===== src/rtl/cam_dvp_source.sv =====
// cam_dvp_source
//   OV7670-style DVP transmitter used as a stand-in for the physical camera.
//   It emits vsync/href/data with the camera's frame and line timing, one
//   RGB565 byte per clock (high byte first), carrying a selectable test pattern.
//
// Ports
//   i_clk          byte (pixel) clock, all logic on the rising edge
//   i_rst          synchronous active-high reset
//   i_enable       run request, sampled only at frame boundaries
//   i_mode         pattern: 0 colour bars, 1 {line,px} counter, 2/3 solid
//   i_solid        RGB565 value for the solid modes
//   o_vsync        vsync, active high
//   o_href         high during active pixel bytes
//   o_data         pixel byte
//   o_sof          one-clock pulse on the first vsync-high cycle of a frame
//   o_busy         high whenever a frame is in progress
//   o_frame_count  completed frames, wraps silently
module cam_dvp_source #(
  parameter int H_ACTIVE    = 640,
  parameter int V_ACTIVE    = 480,
  parameter int H_BLANK     = 144,
  parameter int VSYNC_LINES = 3,
  parameter int V_BACK      = 17,
  parameter int V_FRONT     = 10
) (
  input  logic        i_clk,
  input  logic        i_rst,
  input  logic        i_enable,
  input  logic [1:0]  i_mode,
  input  logic [15:0] i_solid,
  output logic        o_vsync,
  output logic        o_href,
  output logic [7:0]  o_data,
  output logic        o_sof,
  output logic        o_busy,
  output logic [15:0] o_frame_count
);

  localparam int L        = 2 * H_ACTIVE + H_BLANK;
  localparam int HW       = $clog2(L);
  localparam int LINE_SUM = VSYNC_LINES + V_BACK + V_ACTIVE + V_FRONT;
  localparam int VW       = $clog2(LINE_SUM + 1);
  localparam int BAR_W    = H_ACTIVE / 8;

  localparam logic [HW-1:0] HCNT_LAST = HW'(L - 1);
  localparam logic [HW-1:0] HREF_END  = HW'(2 * H_ACTIVE);

  typedef enum logic [2:0] {
    ST_IDLE   = 3'd0,
    ST_VSYNC  = 3'd1,
    ST_VBACK  = 3'd2,
    ST_ACTIVE = 3'd3,
    ST_VFRONT = 3'd4
  } state_t;

  // Index of the last line period spent in a given state.
  function automatic logic [VW-1:0] last_line(input state_t st);
    logic [VW-1:0] r;
    case (st)
      ST_VSYNC:  r = VW'(VSYNC_LINES - 1);
      ST_VBACK:  r = VW'(V_BACK - 1);
      ST_ACTIVE: r = VW'(V_ACTIVE - 1);
      ST_VFRONT: r = VW'(V_FRONT - 1);
      default:   r = {VW{1'b0}};
    endcase
    return r;
  endfunction

  // Colour of the eight equal-width bars, left to right.
  function automatic logic [15:0] bar_color(input logic [2:0] idx);
    logic [15:0] c;
    case (idx)
      3'd0:    c = 16'hFFFF;
      3'd1:    c = 16'hFFE0;
      3'd2:    c = 16'h07FF;
      3'd3:    c = 16'h07E0;
      3'd4:    c = 16'hF81F;
      3'd5:    c = 16'hF800;
      3'd6:    c = 16'h001F;
      default: c = 16'h0000;
    endcase
    return c;
  endfunction

  state_t        state_r, state_s;
  logic [HW-1:0] hcnt_r, hcnt_s;
  logic [VW-1:0] line_r, line_s;
  logic [1:0]    mode_r, mode_s;
  logic [15:0]   solid_r, solid_s;
  logic          frame_end_s;

  logic [2:0]    bar_idx_s;
  logic [7:0]    px8_s;
  logic [7:0]    line8_s;
  logic [15:0]   pixel_s;
  logic          href_s;
  logic [7:0]    data_s;

  // Next-state and counter values; outputs are registered from these so they
  // line up with the state they describe.
  always_comb begin
    state_s     = state_r;
    hcnt_s      = hcnt_r;
    line_s      = line_r;
    mode_s      = mode_r;
    solid_s     = solid_r;
    frame_end_s = 1'b0;
    if (state_r == ST_IDLE) begin
      hcnt_s = {HW{1'b0}};
      line_s = {VW{1'b0}};
      if (i_enable) begin
        state_s = ST_VSYNC;
        mode_s  = i_mode;
        solid_s = i_solid;
      end else begin
        state_s = ST_IDLE;
      end
    end else if (hcnt_r != HCNT_LAST) begin
      hcnt_s = hcnt_r + HW'(1);
    end else if (line_r != last_line(state_r)) begin
      hcnt_s = {HW{1'b0}};
      line_s = line_r + VW'(1);
    end else begin
      hcnt_s = {HW{1'b0}};
      line_s = {VW{1'b0}};
      case (state_r)
        ST_VSYNC:  state_s = ST_VBACK;
        ST_VBACK:  state_s = ST_ACTIVE;
        ST_ACTIVE: state_s = ST_VFRONT;
        ST_VFRONT: begin
          frame_end_s = 1'b1;
          // Back-to-back frames relatch the pattern here, never mid-frame.
          if (i_enable) begin
            state_s = ST_VSYNC;
            mode_s  = i_mode;
            solid_s = i_solid;
          end else begin
            state_s = ST_IDLE;
          end
        end
        default:   state_s = ST_IDLE;
      endcase
    end
  end

  // Pixel value and byte selection for the upcoming cycle.
  always_comb begin
    bar_idx_s = 3'((32'(hcnt_s) >> 1) / 32'(BAR_W));
    px8_s     = 8'(hcnt_s >> 1);
    line8_s   = 8'(line_s);
    case (mode_s)
      2'd0:    pixel_s = bar_color(bar_idx_s);
      2'd1:    pixel_s = {line8_s, px8_s};
      default: pixel_s = solid_r == solid_s ? solid_s : solid_s;
    endcase
    href_s = (state_s == ST_ACTIVE) && (hcnt_s < HREF_END);
    if (!href_s) begin
      data_s = 8'h00;
    end else if (hcnt_s[0]) begin
      data_s = pixel_s[7:0];
    end else begin
      data_s = pixel_s[15:8];
    end
  end

  // State, counters, latched pattern and all registered outputs.
  always_ff @(posedge i_clk) begin
    if (i_rst) begin
      state_r       <= ST_IDLE;
      hcnt_r        <= {HW{1'b0}};
      line_r        <= {VW{1'b0}};
      mode_r        <= 2'd0;
      solid_r       <= 16'h0000;
      o_vsync       <= 1'b0;
      o_href        <= 1'b0;
      o_data        <= 8'h00;
      o_sof         <= 1'b0;
      o_busy        <= 1'b0;
      o_frame_count <= 16'h0000;
    end else begin
      state_r       <= state_s;
      hcnt_r        <= hcnt_s;
      line_r        <= line_s;
      mode_r        <= mode_s;
      solid_r       <= solid_s;
      o_vsync       <= (state_s == ST_VSYNC);
      o_href        <= href_s;
      o_data        <= data_s;
      o_sof         <= (state_s == ST_VSYNC) && (state_r != ST_VSYNC);
      o_busy        <= (state_s != ST_IDLE);
      o_frame_count <= frame_end_s ? o_frame_count + 16'd1 : o_frame_count;
    end
  end

endmodule


===== config.mk =====
export PLATFORM = sky130hd
export DESIGN_NAME = cam_dvp_source
export DESIGN_NICKNAME = d
export VERILOG_FILES = /design/src/rtl/cam_dvp_source.sv
export SDC_FILE = /design/constraint.sdc
export NUM_CORES = 1
export LEC_CHECK = 0
export CORE_MARGIN = 3
export CORE_UTILIZATION = 52
export CTS_CLUSTER_DIAMETER = 50
export DETAILED_ROUTE_END_ITERATION = 8
export PLACE_DENSITY = 0.75
export SYNTH_ARGS = -nofsm -noshare
export SYNTH_HDL_FRONTEND = slang
export SYNTH_SLANG_ARGS = --single-unit
export TNS_END_PERCENT = 10

===== constraint.sdc =====
create_clock -name i_clk -period 7.95 [get_ports i_clk]
set_input_delay 1.59 -clock i_clk [delete_from_list [all_inputs] [get_ports i_clk]]
set_output_delay 1.59 -clock i_clk [all_outputs]
set_load 0.01 [all_outputs]

==> metrics, run 1 <==
worst skew pair latency 0.35 ns; Final period util 0.514; GRT Residual Overflow 0; vias in the first global route 3370; final hold vios 0; drt wl/cell 16.3 um; worst vdd ir 97.3 uV; Synth top area share 0.351; FP Rows 31; outcome completed; Routed Antenna Nets 0; synth top area cells dfxtp_1 (35%), nor2_1 (6.5%), nand2_1 (4.8%); area grow syn2layout 18.2%; mux share of post-synthesis cell area 0.0356; initial antenna violation count 0; Syn Area/Cell 8.13 um2; leak pwr 0.00162 uW; post-cts resize count 0; Hold Path Origin solid_r[12]$_SDFF_PP0_; hold_ws 0.453 ns; Yosys cell types 75; Worst-Margin Slew 1.05 ns; Placer Congestion 0.983; Sw Pwr 183 uW; Critical Path RT 8.16 ns; Post-Route Setup TNS 0 ns; postcts setup bufs 0; TritonCTS buffer count 9; Reg clk slew, reported paths 0.08 ns; Comb power frac 0.087; io pins 49; Worst Path Max Fanout 14; r2r startpoint hcnt_r[0]$_SDFF_PP0_; yosys warns 0; sequential cell fraction of total power 0.466; EDFF count, synth 0; Max Cap Viol 0; CP Launch Type flop; Clock Path Buffers 2; Hold Crit Depth 2; Syn Nets 509; Nets 542; Worst Setup End Kind flop; Synth Area in XOR/XNOR 0.0706; Power Internal 584 uW; Hold Path End solid_r[12]$_SDFF_PP0_; Critical Path AT 4.29 ns; drt first pass iters 5; r2r endpoint o_data[3]$_SDFF_PP0_; Starting Density 0.539; number of remaining DRC errors 0; Die Area 0.00864 mm2; Fmax 0.245 GHz; Post-CTS Hold Fix Bufs 0; via count 3673; core area 0.00729 mm2; Root Buffer clkbuf_8; ys flop type dfxtp_1; count leader, synth dfxtp_1; drt via density 5.91; DIE HEIGHT 93.0 um; Post-Synth Adder-Cell Area 0.0153; Synth Area in Simple Gates 0.297; Slew headroom 0.298; clock network fraction of total power 0.448; Post-Synthesis Cells 484; clk_skew 0.0150 ns; # port buffers 48; final slew viol count 0; Finish-stage setup viols 0; post-DP HPWL 7220 um; Fill cells 658; register area share after synthesis 0.351; clk sinks 69; total global-route track usage 0.240; DRT Wirelength 10100 um; Period minus WS final 4.08 ns; post-synthesis register bit count 69; cell accounting for the most synthesized area dfxtp_1; RSZ-0062 raised after global routing false; R2R cell count 13; cell area after synthesis 0.00393 mm2; top cells by count, synth dfxtp_1 (69), nor2_1 (68), nand2_1 (50); Critical Path Start hcnt_r[0]$_SDFF_PP0_; Post-synth ARST share 0; TritonCTS clock tree yes; initial detailed-routing violation count 304; pwr/cell area 165 mW/mm2; critical path type flop to flop; share of cells above drive strength 1 0.0862; largest net degree at the start of global routing 59; Hold Crit Class flop to flop; ANT cells 0; Die Span X 93.0 um; complex-gate fraction of the synthesized area 0.189; first-pass GRT wire length 16600 um; r2r setup slk 3.87 ns; switch share 0.239; main combinational cell family by area after synthesis simple AND/OR/NAND/NOR gates; H-tree depth 3
[critical path, cell delays in order, from the launching register on]
cell and delay [ns]:
dfxtp_1 0.44, ha_1 0.30, nand4b_1 0.18, or3_1 0.43
nand2_1 0.38, nor2_1 0.13, ha_1 0.39, o31ai_1 0.26
or2b_4 0.32, maj3_1 0.38, a211oi_1 0.39, a2111oi_4 0.10
o211ai_4 0.16, a221oi_2 0.10
[metrics by stage]
step / total power, uW / util / area, um2 / cells / setup WS [ns]
2_1_floorplan: 408 / - / 3930 / 484 / 4.25
3_3_place_gp: 430 / 0.604 / 4410 / 605 / 4.06
3_5_place_dp: 431 / 0.604 / 4410 / 605 / 3.96
4_1_cts: 769 / 0.638 / 4650 / 621 / 3.90
5_1_grt: 797 / 0.638 / 4650 / 621 / 3.54
6_report: 767 / 0.638 / 4650 / 621 / 3.87
[layout by cell type (no fill, tap or decap), types with 14 or more instances in the layout]
cell type / netlist / layout
mux2i_1: 14 / 14
clkdlybuf4s50_1: 0 / 47
dfxtp_1: 69 / 69
nand2_1: 50 / 50
xor2_1: 16 / 16
nand3_1: 17 / 17
o21ai_0: 18 / 18
nor2_1: 68 / 68
a21oi_1: 30 / 30
nor3_1: 17 / 17
[worst max path at each step]
stage / to / slack, ns / depth (start not counted)
global placement: o_data[7]$_SDFF_PP0_ / 4.06 / 8
detailed placement: o_data[4]$_SDFF_PP0_ / 3.96 / 13
CTS: o_data[3]$_SDFF_PP0_ / 3.90 / 13
global route: o_data[4]$_SDFF_PP0_ / 3.54 / 13
floorplan: o_data[0]$_SDFF_PP0_ / 4.25 / 14
finish: o_data[3]$_SDFF_PP0_ / 3.87 / 13
[power by group through the flow]
stage / Sequential (uW) / Clock [uW] / Combinational (uW)
floorplan: 364 / 0 / 43.9
global placement: 365 / 0 / 64.5
detailed placement: 366 / 0 / 65.6
CTS: 357 / 346 / 66.3
global route: 359 / 366 / 72.8
finish: 357 / 343 / 66.4
[layout make-up]
type | count | area, um2 | share of cell area
clock buffer | 12 | 165 | 0.0355
clock inverter | 4 | 76.3 | 0.0164
inverter | 6 | 22.5 | 0.00484
multi-input combinational | 381 | 2390 | 0.514
sequential | 69 | 1380 | 0.297
tap | 99 | 124 | 0.0266
timing repair buffer | 50 | 490 | 0.105
[sequential cells by signal, indices dropped and copies added (netlist names)]
signal / cells
line_r: 9
solid_r: 16
hcnt_r: 11
o_data: 8
o_frame_count: 16
mode_r: 2
o_busy: 1
o_sof: 1
o_vsync: 1
o_href: 1
state_r: 3
[cell families after synthesis]
family          Yosys count
mux                      14
fa+ha+maj                 5
xor+xnor                 30
compound gates          105
buf+inv                  34
simple gates            227
flops                    69
[per-layer routing]
metal	GRT usage	routed length [um]	share of wire	up-vias
met1	0.330	4690	0.46	1728
met5	0	0	0	-
met3	0.0547	523	0.052	9
met2	0.382	4790	0.47	109
li1	-	-	-	1827
met4	0.0635	107	0.011	0
Note: power is estimated with default switching activity, not from simulation.
==> run 2, diff against run 1 <==
--- a/config.mk
+++ b/config.mk
@@ -6,10 +6,10 @@
 export NUM_CORES = 1
 export LEC_CHECK = 0
 export CORE_MARGIN = 3
-export CORE_UTILIZATION = 52
+export CORE_UTILIZATION = 50
 export CTS_CLUSTER_DIAMETER = 50
 export DETAILED_ROUTE_END_ITERATION = 8
-export PLACE_DENSITY = 0.75
+export PLACE_DENSITY = 0.76
 export SYNTH_ARGS = -nofsm -noshare
 export SYNTH_HDL_FRONTEND = slang
 export SYNTH_SLANG_ARGS = --single-unit
==> constraint.sdc (replaced) <==
create_clock -name i_clk -period 3.5 [get_ports i_clk]
set_input_delay 0.7 -clock i_clk [delete_from_list [all_inputs] [get_ports i_clk]]
set_output_delay 0.7 -clock i_clk [all_outputs]
set_load 0.01 [all_outputs]
==> run 2 against run 1 <==
Net effect:
- critical path depth unchanged
- flip-flop and latch count did not move
- largest power group unchanged
- die area is 3.7% higher
- power is 110% higher
- register-to-register slack worse by 3.7 ns
==> metrics, run 2 (synthesis results as in run 1) <==
Placer Congestion 0.937; leak pwr 0.00175 uW; DRT Wirelength 10300 um; Critical Path RT 3.72 ns; Die Span X 94.7 um; TritonCTS clock tree yes; core area 0.00745 mm2; critical path type flop to flop; Worst Setup End Kind flop; initial antenna violation count 0; critical path, cell by cell ha_4 -> nand4b_1 -> or3_4 -> nand2_2 -> nor2_1 -> ha_1 -> o31ai_1 -> or2b_4 -> maj3_1 -> a211oi_2 -> a2111oi_4 -> o211ai_4 -> a21oi_1; r2r endpoint o_data[1]$_SDFF_PP0_; CP Launch Type flop; Period minus WS final 3.35 ns; DIE HEIGHT 94.7 um; outcome completed; RSZ-0062 raised after global routing false; drt wl/cell 16.0 um; Root Buffer clkbuf_8; Fill cells 667; Hold Path Origin solid_r[11]$_SDFF_PP0_; Slew headroom 0.585; Nets 566; Worst Path Max Fanout 6; Hold Crit Depth 2; final slew viol count 0; largest net degree at the start of global routing 58; H-tree depth 3; worst skew pair latency 0.34 ns; io pins 49; Die Area 0.00897 mm2; Post-Route Setup TNS 0 ns; post-DP HPWL 7630 um; Final period util 0.957; most common cell after layout, fill and taps aside nor2_1; ANT cells 0; vias in the first global route 3614; r2r setup slk 0.15 ns; max incr delay on CP 0.40 ns; Finish-stage setup viols 0; first-pass GRT wire length 17100 um; hold_ws 0.453 ns; registers with the most flip-flops o_frame_count (16), solid_r (16), hcnt_r (11); final core occ 0.650; R2R cell count 13; drt via density 5.77; drt first pass iters 4; initial detailed-routing violation count 158; TritonCTS buffer count 9; Max Cap Viol 0; Hold Crit Class flop to flop; cell at the slowest stage of the critical path maj3_1; number of remaining DRC errors 0; Fmax 0.298 GHz; pwr/cell area 335 mW/mm2; commonest non-fill, non-tap cells in the layout nor2_1 (68), dfxtp_1 (67), nand2_1 (49); area grow syn2layout 23.1%; Routed Antenna Nets 0; Reg clk slew, reported paths 0.07 ns; # port buffers 48; final hold vios 0; Clock Path Buffers 2; Critical Path AT 3.57 ns; r2r startpoint hcnt_r[0]$_SDFF_PP0_; GRT Residual Overflow 0; FP Rows 31; clk sinks 69; Worst-Margin Slew 0.622 ns; clk_skew 0.00629 ns; Hold Path End solid_r[11]$_SDFF_PP0_; via count 3720; share of cells above drive strength 1 0.137; worst vdd ir 278 uV; total global-route track usage 0.238; Starting Density 0.528
==> run 2: cell types whose count changed in the layout (fill, tap and decap cells not counted), sizes merged <==
cell,before,now
bufinv,2,1
inv,7,6
buf,3,27
clkinv,0,2
==> run 2: metal layers <==
layer,track usage,vias up,part of all wire
met4,0.0769,0,0.017
met2,0.405,78,0.50
met1,0.298,1770,0.45
met3,0.0526,15,0.037
li1,-,1857,-
met5,0,-,0
==> run 2: stage by stage <==
step / worst slack [ns] / total power, uW / std cells / cell area [um2]
global placement: 0.128 / 992 / 628 / 4600
CTS: 0.0274 / 1630 / 644 / 4800
floorplan: 0.0211 / 927 / 484 / 3950
global route: 0.00432 / 1680 / 645 / 4840
detailed placement: 0.0142 / 995 / 628 / 4600
finish: 0.149 / 1620 / 645 / 4840
==> run 2: critical path: cells and delay by family, from the launching register on <==
kind | cells | cell delay [ns]
compound gates | 5 | 0.85
simple gates | 5 | 1.06
fa+ha+maj | 3 | 0.93
flops | 1 | 0.38
==> run 2: final cells by class <==
type                    count  area (um2)  share of cell area
multi-input cells         381        2440               0.503
flip-flops and latches     69        1380               0.286
repair buffers             74         683               0.141
clock buffers              12         145              0.0300
well taps                  99         124              0.0256
clock inverters             4        47.5             0.00982
inverters                   6        22.5             0.00465
==> run 2: repair_timing <==
item                                    4_1_cts  5_1_grt
resized for setup                             3        8
pin swaps                                     0        3
endpoints found under the setup margin        5        8
hold buffers                                  0        0
setup buffers                                 0        1
==> run 2: worst max path at each step <==
| stage | start | to |
|---|---|---|
| after floorplan | hcnt_r[0]$_SDFF_PP0_ | o_data[0]$_SDFF_PP0_ |
| after global placement | hcnt_r[1]$_SDFF_PP0_ | o_data[0]$_SDFF_PP0_ |
| after detailed placement | hcnt_r[1]$_SDFF_PP0_ | o_data[3]$_SDFF_PP0_ |
| after CTS | hcnt_r[1]$_SDFF_PP0_ | o_data[0]$_SDFF_PP0_ |
| after global routing | hcnt_r[0]$_SDFF_PP0_ | o_data[5]$_SDFF_PP0_ |
| final | hcnt_r[0]$_SDFF_PP0_ | o_data[1]$_SDFF_PP0_ |
==> run 2: power by group <==
part | switching (uW) | total, uW | internal (uW)
Sequential | 8.49 | 810 | 801
Combinational | 97.2 | 171 | 73.6
Clock | 296 | 643 | 347
Total | 402 | 1620 | 1220
